==> src/rtl/gbp_update_ctrl.sv <==
// Global-history branch predictor control: speculative GHR with mispredict repair,
// plus a dual-port resolve queue that drains one table update per cycle.
module gbp_update_ctrl #(
  parameter int HIST_W = 12,
  parameter int DEPTH  = 4
) (
  input  logic                         CLK,
  input  logic                         RESET,
  input  logic                         Fetch_Valid,
  input  logic [31:0]                  Fetch_PC,
  input  logic                         Pred_Taken,
  output logic [HIST_W-1:0]            Lookup_Index,
  output logic [HIST_W-1:0]            Lookup_Hist,
  input  logic                         Res0_Valid,
  output logic                         Res0_Ready,
  input  logic [HIST_W-1:0]            Res0_Index,
  input  logic                         Res0_Taken,
  input  logic                         Res0_Mispredict,
  input  logic [HIST_W-1:0]            Res0_Hist,
  input  logic                         Res1_Valid,
  output logic                         Res1_Ready,
  input  logic [HIST_W-1:0]            Res1_Index,
  input  logic                         Res1_Taken,
  input  logic                         Res1_Mispredict,
  input  logic [HIST_W-1:0]            Res1_Hist,
  input  logic                         Table_Busy,
  output logic                         Update,
  output logic [HIST_W-1:0]            Index,
  output logic                         Is_Taken,
  output logic [$clog2(DEPTH):0]       Count
);

  localparam int PTR_W = $clog2(DEPTH);
  localparam int CNT_W = PTR_W + 1;

  logic [HIST_W-1:0] ghr;
  logic [PTR_W-1:0]  rd_ptr;
  logic [PTR_W-1:0]  wr_ptr;
  logic [PTR_W-1:0]  wr_ptr_1;
  logic [CNT_W-1:0]  count_q;
  logic [CNT_W-1:0]  free;
  logic [HIST_W-1:0] q_index [DEPTH];
  logic              q_taken [DEPTH];
  logic              acc0;
  logic              acc1;
  logic              pop;
  logic              unused_bits;

  function automatic logic [HIST_W-1:0] hist_push(input logic [HIST_W-1:0] h,
                                                  input logic b);
    return {h[HIST_W-2:0], b};
  endfunction

  assign unused_bits = ^{Fetch_PC[31:HIST_W+2], Fetch_PC[1:0],
                         Res0_Hist[HIST_W-1], Res1_Hist[HIST_W-1]};

  assign Lookup_Index = Fetch_PC[HIST_W+1:2] ^ ghr;
  assign Lookup_Hist  = ghr;

  // Space is judged on current occupancy only; a same-cycle drain does not free a slot.
  assign free       = CNT_W'(DEPTH) - count_q;
  assign Res0_Ready = (free >= CNT_W'(1));
  assign Res1_Ready = (free >= CNT_W'(2)) || ((free >= CNT_W'(1)) && !Res0_Valid);

  assign acc0     = Res0_Valid & Res0_Ready;
  assign acc1     = Res1_Valid & Res1_Ready;
  assign wr_ptr_1 = wr_ptr + PTR_W'(acc0);

  assign pop      = (count_q != '0) & ~Table_Busy;
  assign Update   = pop;
  assign Index    = q_index[rd_ptr];
  assign Is_Taken = q_taken[rd_ptr];
  assign Count    = count_q;

  always_ff @(posedge CLK or negedge RESET) begin
    if (!RESET) begin
      ghr     <= '0;
      rd_ptr  <= '0;
      wr_ptr  <= '0;
      count_q <= '0;
    end else begin
      // Older port wins the repair; any repair overrides the speculative fetch shift.
      if (acc0 && Res0_Mispredict)
        ghr <= hist_push(Res0_Hist, Res0_Taken);
      else if (acc1 && Res1_Mispredict)
        ghr <= hist_push(Res1_Hist, Res1_Taken);
      else if (Fetch_Valid)
        ghr <= hist_push(ghr, Pred_Taken);
      rd_ptr  <= rd_ptr + PTR_W'(pop);
      wr_ptr  <= wr_ptr + PTR_W'(acc0) + PTR_W'(acc1);
      count_q <= count_q + CNT_W'(acc0) + CNT_W'(acc1) - CNT_W'(pop);
    end
  end

  always_ff @(posedge CLK) begin
    if (acc0) begin
      q_index[wr_ptr] <= Res0_Index;
      q_taken[wr_ptr] <= Res0_Taken;
    end
    if (acc1) begin
      q_index[wr_ptr_1] <= Res1_Index;
      q_taken[wr_ptr_1] <= Res1_Taken;
    end
  end

endmodule

==> config.mk <==
export PLATFORM = sky130hd
export DESIGN_NAME = gbp_update_ctrl
export DESIGN_NICKNAME = d
export VERILOG_FILES = /design/src/rtl/gbp_update_ctrl.sv
export SDC_FILE = /design/constraint.sdc
export NUM_CORES = 1
export LEC_CHECK = 0
export CAP_MARGIN = 5
export CORE_MARGIN = 1
export CORE_UTILIZATION = 45
export CTS_BUF_LIST = sky130_fd_sc_hd__clkbuf_16
export DETAILED_ROUTE_END_ITERATION = 12
export MAX_ROUTING_LAYER = met4
export PLACE_DENSITY = 0.78
export SLEW_MARGIN = 20
export SYNTH_ARGS = -nofsm -noshare
export SYNTH_HDL_FRONTEND = slang
export SYNTH_SLANG_ARGS = --single-unit
==> constraint.sdc <==
create_clock -name CLK -period 9.13 [get_ports CLK]
set_clock_uncertainty 0.15 [all_clocks]
set_input_delay 1.826 -clock CLK [delete_from_list [all_inputs] [get_ports CLK]]
set_output_delay 1.826 -clock CLK [all_outputs]
set_load 0.05 [all_outputs]
==> results.py, run 1 <==
metrics = {
    "critical_path": {
        "r2r-start": "Count[0]",
        "cp_max_fo": 3,
        "worstSetupStartpointType": "input pin",
        "cp-end-kind": "primary output",
        "critPathSlowestCell": "clkdlybuf4s50_1",
        "timing.rr.end": "q_index[0][0]",
        "r2r_slack_ps": 4840,
        "arrival_ps": 3580,
        "max_stage_delay_ps": 820,
        "cp.required_ps": 7150,
        "cpMostUsedCell": "clkdlybuf4s50_1",
        "r2r_cells": 8,
        "crit_chain": "clkdlybuf4s50_1 -> o21ba_2 -> or2_4 -> clkdlybuf4s50_1",
        "crit_type": "in -> out",
    },
    "global_routing": {
        "grt_pass1_vias": 2756,
        "grt_first_pass_wirelength_um": 14100,
        "antenna_found_initial": 0,
        "grt_max_degree": 29,
        "track_usage": 0.198,
        "overflow": 0,
    },
    "logic_synthesis": {
        "synth_cells": 254,
        "yosys.area.top_type": "edfxtp_1",
        "syn_area_per_cell_um2": 16.1,
        "yosys-top-cells-area": "edfxtp_1 (38%), dfrtp_1 (12%), mux2_4 (9.9%)",
        "yosysWarnings": 0,
        "ys.flop_type": "edfxtp_1",
        "synthArstFlopShare": 0.268,
        "synthesis.area_um2": 4100,
        "ys_top_cells_by_count": "edfxtp_1 (52), mux2_4 (27), mux2_2 (24), dfrtp_1 (19), xor2_1 (14)",
        "seq_area_frac_synth": 0.497,
        "yosysTopAreaCellShare": 0.381,
        "ys_ff_latch": 71,
        "synth-edff-count": 52,
        "yosysMostFrequentCell": "edfxtp_1",
        "syn_nets": 355,
        "synth_cell_types": 40,
    },
    "power_and_ir_drop": {
        "ir_drop_mv": 0.176,
        "leakagePower_nw": 2.14,
        "pwr_density_cell_nw_per_um2": 428,
    },
    "layout": {
        "register_area_um2": 2040,
        "nFillCells": 646,
        "nets": 463,
        "num_antenna_cells": 0,
        "drive_gt1_frac": 0.272,
        "finalInstanceArea_um2": 5550,
        "multi_input_area_um2": 1920,
        "area_delta_synth_final_pct": 35.3,
        "layout.cells.non_filler": 475,
    },
    "floorplan": {
        "dieArea_um2": 9500,
        "die_h_um": 97.5,
        "initial_core_util": 0.468,
        "io_pins": 134,
        "core_area_um2": 8760,
        "rows": 34,
        "dieWidth_um": 97.5,
    },
    "route": {
        "wl_um": 8880,
        "first_iter_violations": 87,
        "routed-wl-met2_um": 4920,
        "vias": 2566,
        "drc": 0,
        "viasPerCell": 5.40,
        "drt-met1-wl_um": 3530,
        "routed.top_layer": "met4",
        "met3_length_um": 314,
        "wl_per_cell_um": 18.7,
        "drt_first_pass_iters": 4,
        "drtAntennaViolNets": 0,
    },
    "min_path": {
        "min_to": "Count[2]",
        "min_path_cells": 2,
        "hold_class": "reg -> reg",
        "hp-start": "Count[2]",
    },
    "timing": {
        "fin_crit_sh": 0.608,
        "setup_viol": 0,
        "tightest_slew_ps": 976,
        "relSlewSlack": 0.347,
        "setup_tns_ps": 0,
        "slew_viol_final": 0,
        "min_period_ps": 5550,
        "hold_viol_final": 0,
        "max_freq_mhz": 180,
        "rsz0062_at_grt": "false",
    },
    "cts": {
        "cts_max_level": 3,
        "hold_buffers": 0,
        "postCtsResizedCells": 0,
        "clk_pin_slew_worst_paths_ps": 60,
        "post_cts_buffers": 0,
        "clockBufferDepth": 2,
        "cts_tree": "yes",
        "clockRootBuffer": "clkbuf_16",
        "clk_latency_ps": 320,
        "clkSinkCount": 71,
        "cts_made_buffers": 9,
    },
    "flow_run": {
        "maxCapViolCount": 0,
    },
    "run_status": {
        "status": "completed",
    },
    "place": {
        "hpwlAfterDp_um": 6240,
        "postPlaceCellArea_um2": 5240,
        "gp_congestion": 0.754,
        "dp.cells": 459,
        "portBuffers": 111,
    },
}
[routing by layer]
metal  global-route usage  vias to the layer above
li1                     -                     1217
met1                0.226                     1284
met2                0.351                       55
met3               0.0266                       10
met4               0.0781                        0
met5                    -                        -
[state kept, by name, indices dropped and copies added (netlist names)]
| signal | cells |
|---|---|
| rd_ptr | 2 |
| Lookup_Hist | 12 |
| wr_ptr | 2 |
| q_index | 48 |
| Count | 3 |
| q_taken | 4 |
[area by class of cell]
type | instances | area share
clock buffer | 9 | 0.0406
clock inverter | 7 | 0.0135
sequential | 71 | 0.367
tap | 108 | 0.0244
timing repair buffer | 112 | 0.202
inverter | 9 | 0.00609
multi-input combinational | 159 | 0.347
[how the worst max path moves through the flow]
stage	start	to	slack [ps]	depth (start not counted)
2_1_floorplan	Fetch_PC[2]	Lookup_Index[0]	4580	1
3_3_place_gp	Res0_Valid	Res1_Ready	3610	4
3_5_place_dp	Res0_Valid	Res1_Ready	3600	4
4_1_cts	Res0_Valid	Res1_Ready	3590	4
5_1_grt	Res0_Valid	Res1_Ready	3530	4
6_report	Res0_Valid	Res1_Ready	3580	4
[cell usage in the layout (no fill, tap or decap)]
cell,instances
clkinvlp_4,2
nor2_1,1
xor2_1,14
o31ai_2,1
or4b_4,1
or2_4,1
or2_1,1
o21ai_4,1
o21ba_2,1
clkbuf_16,9
xnor2_2,1
nand4_4,2
and2_4,1
a2bb2oi_2,5
mux2_4,27
xor2_2,1
edfxtp_1,52
nor3_4,2
a31o_2,1
nand2_1,13
o211ai_4,1
a2bb2oi_1,7
ha_1,8
or3b_4,1
mux2i_1,12
mux2_1,1
fa_1,2
bufinv_16,1
buf_4,1
nor3_1,1
dfrtp_1,19
mux2_2,24
a32o_1,12
nand3_1,1
inv_1,10
clkinv_4,3
clkdlybuf4s50_1,111
mux4_2,13
xnor2_1,2
[report_power, final]
| group | leakage [nW] | switching (W) | internal, W |
|---|---|---|---|
| clock network | 0.143 | 0.000132 | 0.000212 |
| registers | 0.708 | 0.000108 | 0.000549 |
| logic | 1.29 | 0.000816 | 0.000555 |
| total | 2.14 | 0.00106 | 0.00132 |
[worst max-delay path: cells and delay by family]
family                 cells  cell delay [ps]
buffers and inverters      2             1240
AO/OA/AOI/OAI              1              320
AND/OR/NAND/NOR            1              180
[per-stage QoR]
step	hold slack, ps	worst slack (ps)	power (W)	util
final	481	3580	0.00237	0.633
after global routing	520	3530	0.00248	0.633
after CTS	488	3590	0.00239	0.632
after detailed placement	471	3600	0.00205	0.598
after global placement	455	3610	0.00202	0.598
after floorplan	453	4580	0.00165	-
[cell families after synthesis]
family,after synthesis,synth area share
AND/OR/NAND/NOR,25,0.0455
XOR/XNOR,18,0.0421
multiplexers,77,0.268
flip-flops,71,0.497
AO/OA/AOI/OAI,29,0.0760
buffers and inverters,24,0.0375
adder cells (fa/ha/maj),10,0.0342
Note: power is estimated with default switching activity, not from simulation.
==> inputs of run 2 (changes only) <==
Clock period 9.13 ns to 5.6 ns, I/O delays scaled along.
==> results.py, run 2 (same netlist as run 1, synthesis figures left out) <==
metrics = {
    "run_status": {
        "status": "completed",
    },
    "critical_path": {
        "cp.depth": 4,
        "crit_chain": "clkdlybuf4s50_1 -> o21ba_2 -> or2_4 -> clkdlybuf4s50_1",
        "critPathSlowestCell": "clkdlybuf4s50_1",
        "cp-end-kind": "primary output",
        "cp.required_ps": 4330,
        "worstSetupStartpointType": "input pin",
        "cp_max_fo": 3,
        "r2r_cells": 8,
        "crit_buf_inv": 2,
        "cpMostUsedCell": "clkdlybuf4s50_1",
        "crit_type": "in -> out",
        "max_stage_delay_ps": 820,
        "crit_family": "buffers and inverters",
        "arrival_ps": 2860,
    },
    "floorplan": {
        "initial_core_util": 0.468,
        "rows": 34,
        "io_pins": 134,
        "core_area_um2": 8760,
        "die_h_um": 97.5,
        "dieArea_um2": 9500,
        "dieWidth_um": 97.5,
    },
    "power_and_ir_drop": {
        "ir_drop_mv": 0.332,
        "leakagePower_nw": 2.14,
        "pwr_density_cell_nw_per_um2": 691,
    },
    "cts": {
        "hold_buffers": 0,
        "cts_max_level": 3,
        "cts_made_buffers": 9,
        "clkSinkCount": 71,
        "post_cts_buffers": 0,
        "clockRootBuffer": "clkbuf_16",
        "cts_tree": "yes",
        "postCtsResizedCells": 0,
        "clk_pin_slew_worst_paths_ps": 60,
        "clockBufferDepth": 2,
        "clk_latency_ps": 320,
    },
    "place": {
        "post-place-ws_ps": 1460,
        "hpwlAfterDp_um": 6180,
        "postPlaceCellArea_um2": 5260,
        "gp_congestion": 0.756,
        "portBuffers": 111,
    },
    "layout": {
        "nets": 465,
        "area_delta_synth_final_pct": 35.0,
        "layout_commonest_cell": "clkdlybuf4s50_1",
        "postLayoutCoreUtil": 0.632,
        "num_antenna_cells": 0,
        "largest_reg_flops": 48,
        "layout_common_cells": "clkdlybuf4s50_1 (111), edfxtp_1 (52), mux2_4 (27), mux2_2 (24), dfrtp_1 (19)",
        "finalInstanceArea_um2": 5540,
        "largest_register": "q_index",
        "drive_gt1_frac": 0.279,
    },
    "min_path": {
        "hold_class": "reg -> reg",
        "min_path_cells": 2,
    },
    "route": {
        "viasPerCell": 5.38,
        "drtAntennaViolNets": 0,
        "wl_per_cell_um": 18.4,
        "wl_um": 8790,
        "drc": 0,
        "first_iter_violations": 148,
        "vias": 2567,
        "drt_first_pass_iters": 5,
    },
    "timing": {
        "setup_tns_ps": 0,
        "tightest_slew_ps": 927,
        "rsz0062_at_grt": "false",
        "holdWs_ps": 472,
        "slew_viol_final": 0,
        "hold_viol_final": 0,
        "max_freq_mhz": 242,
        "fin_crit_sh": 0.737,
        "fin_ws_ps": 1470,
        "min_period_ps": 4130,
        "setup_viol": 0,
        "relSlewSlack": 0.380,
    },
    "global_routing": {
        "grt_max_degree": 29,
        "overflow": 0,
        "grt_pass1_vias": 2790,
        "track_usage": 0.202,
        "antenna_found_initial": 0,
        "grt_first_pass_wirelength_um": 14300,
    },
    "flow_run": {
        "maxCapViolCount": 0,
    },
}
## run 2: cell types whose count changed in the layout (fill, tap and decap cells not counted)
cell        change
inv_1           -1
clkinv_4        -1
clkinvlp_4      -1
buf_4           +2
inv_6           +1
bufinv_16       -1
clkinv_2        +3
## run 2: worst min-delay path, delay by kind of cell (launching register included)
kind / cells / cell delay [ps]
flip-flops: 1 / 370
XOR/XNOR: 2 / 220
## run 2: through the flow
step,cells,total power [W]
final,477,0.00383
after global routing,477,0.00402
after CTS,477,0.00386
after detailed placement,461,0.00334
after global placement,461,0.00330
after floorplan,254,0.00269
## run 2: report_power, final
part | switching, W | total, W | leakage, nW | internal [W]
Combinational | 0.00133 | 0.00224 | 1.30 | 0.000910
Clock | 0.000215 | 0.000515 | 0.136 | 0.000300
Sequential | 0.000172 | 0.00107 | 0.708 | 0.000896
## run 2: routing by layer
| layer | routed length, um | GRT usage | vias to the layer above |
|---|---|---|---|
| met5 | 0 | - | - |
| met4 | 150 | 0.0871 | 0 |
| met3 | 228 | 0.0309 | 11 |
| met2 | 4750 | 0.343 | 56 |
| met1 | 3660 | 0.240 | 1282 |
| li1 | - | - | 1218 |
## run 2: path summary, 6_finish.rpt
kind / start / to / slack (ps)
max in group asynchronous: RESET / rd_ptr[1] / 3580
hold / removal: Count[2] / Count[2] / 470
hold reg to reg: Count[2] / Count[2] / 470
setup / recovery: Res0_Valid / Res1_Ready / 1470
min in group asynchronous: RESET / Count[2] / 1160
setup reg to reg: Count[0] / q_index[3][6] / 1680
## run 2: cell type report
cell class              count  area, um2
repair buffers            114       1130
inverters                   9       33.8
multi-input cells         159       1920
clock buffers               9        225
clock inverters             7       48.8
fillers                   639       3230
flip-flops and latches     71       2040
well taps                 108        135
==> inputs of run 3 (changes only) <==
Clock period 5.6 ns to 3.9 ns, I/O delays scaled along.
==> results.py, run 3 (same netlist as run 1, synthesis figures left out) <==
metrics = {
    "critical_path": {
        "timing.rr.end": "q_index[1][5]",
        "cp-end-kind": "primary output",
        "r2r-start": "Count[0]",
        "cp_max_fo": 5,
        "crit_type": "reg -> out",
        "arrival_ps": 2730,
        "worstSetupStartpointType": "flop",
        "r2r_cells": 10,
        "r2r_slack_ps": 380,
        "cp.required_ps": 2970,
    },
    "floorplan": {
        "die_h_um": 97.5,
        "dieArea_um2": 9500,
        "dieWidth_um": 97.5,
        "io_pins": 134,
        "initial_core_util": 0.468,
        "rows": 34,
        "core_area_um2": 8760,
    },
    "cts": {
        "clkSinkCount": 71,
        "cts_made_buffers": 9,
        "hold_buffers": 0,
        "clk_pin_slew_worst_paths_ps": 60,
        "clockBufferDepth": 2,
        "cts_tree": "yes",
        "clockRootBuffer": "clkbuf_16",
        "cts_max_level": 3,
        "postCtsResizedCells": 0,
        "post_cts_buffers": 0,
        "clk_latency_ps": 330,
    },
    "timing": {
        "setup_tns_ps": 0,
        "slew_viol_final": 0,
        "tightest_slew_ps": 940,
        "relSlewSlack": 0.371,
        "max_freq_mhz": 273,
        "fin_crit_sh": 0.940,
        "setup_viol": 0,
        "rsz0062_at_grt": "false",
        "min_period_ps": 3660,
        "hold_viol_final": 0,
    },
    "global_routing": {
        "grt_first_pass_wirelength_um": 14300,
        "track_usage": 0.202,
        "antenna_found_initial": 0,
        "overflow": 0,
        "grt_pass1_vias": 2734,
        "grt_max_degree": 28,
    },
    "route": {
        "drt_first_pass_iters": 4,
        "first_iter_violations": 126,
        "drtAntennaViolNets": 0,
        "vias": 2589,
        "wl_per_cell_um": 18.6,
        "viasPerCell": 5.36,
        "wl_um": 9000,
        "drc": 0,
    },
    "min_path": {
        "min_path_cells": 2,
        "hold_class": "reg -> reg",
        "min_to": "Count[2]",
        "hp-start": "Count[2]",
    },
    "layout": {
        "largest_reg_flops": 48,
        "layout.cells.non_filler": 483,
        "layout_commonest_cell": "clkdlybuf4s50_1",
        "area_delta_synth_final_pct": 36.6,
        "layout_common_cells": "clkdlybuf4s50_1 (111), edfxtp_1 (52), mux2_4 (27), mux2_2 (24), dfrtp_1 (17)",
        "drive_gt1_frac": 0.299,
        "nets": 471,
        "num_antenna_cells": 0,
        "largest_register": "q_index",
    },
    "power_and_ir_drop": {
        "ir_drop_mv": 0.484,
        "leakagePower_nw": 2.17,
        "pwr_density_cell_nw_per_um2": 1000,
    },
    "run_status": {
        "status": "completed",
    },
    "flow_run": {
        "maxCapViolCount": 0,
    },
    "place": {
        "gp_congestion": 0.748,
        "dp.cells": 467,
        "portBuffers": 111,
        "hpwlAfterDp_um": 6280,
    },
}
run 3: cell types whose count changed in the layout (fill, tap and decap cells not counted):
cell,change
clkinv_2,-1
buf_4,+6
dfrtp_2,+2
dfrtp_1,-2
clkinv_4,-1
o211ai_2,+1
o211ai_4,-1
clkinvlp_4,+1
or2_4,+1
bufinv_16,+1
or2_1,-1
run 3: area by class of cell:
class                   instances  area (um2)
well taps                     108         135
flip-flops and latches         71        2040
clock inverters                 7        72.6
fillers                       656        3160
multi-input cells             159        1920
repair buffers                120        1180
clock buffers                   9         225
inverters                       9        33.8
run 3: worst max-delay path, cell delays in order (launching register included):
cell and delay (ps):
dfrtp_2 400, inv_1 110, ha_1 210, ha_1 280
or3b_4 410, or2_4 280, clkdlybuf4s50_1 710
run 3: report_power, final:
part / total [W] / switching [W] / internal, W
combinational: 0.00332 / 0.00197 / 0.00135
sequential: 0.00150 / 0.000210 / 0.00129
clock: 0.000807 / 0.000311 / 0.000495
run 3: per-stage QoR:
stage / area (um2) / hold slack, ps / worst slack (ps) / utilization / power, W
after floorplan: 4110 / 334 / 36.0 / - / 0.00388
after global placement: 5310 / 465 / 436 / 0.605 / 0.00479
after detailed placement: 5310 / 466 / 390 / 0.605 / 0.00485
after CTS: 5600 / 483 / 216 / 0.639 / 0.00567
after global routing: 5600 / 536 / 159 / 0.639 / 0.00588
final: 5600 / 478 / 235 / 0.639 / 0.00562
run 3: worst max path at each step:
stage,startpoint,slack [ps],endpoint
finish,Count[0],240,Res1_Ready
detailed placement,Count[0],390,q_index[1][10]
global placement,Count[0],440,q_index[1][10]
global route,Count[0],160,Res1_Ready
CTS,Count[0],220,Res1_Ready
floorplan,Count[0],40,q_index[3][0]
run 3: layer usage:
metal	GRT usage	routed length [um]	up-vias	part of all wire
met5	-	0	-	0
met4	0.0611	139	0	0.015
met3	0.0396	280	15	0.031
met2	0.347	4680	57	0.52
met1	0.240	3900	1286	0.43
li1	-	-	1231	-
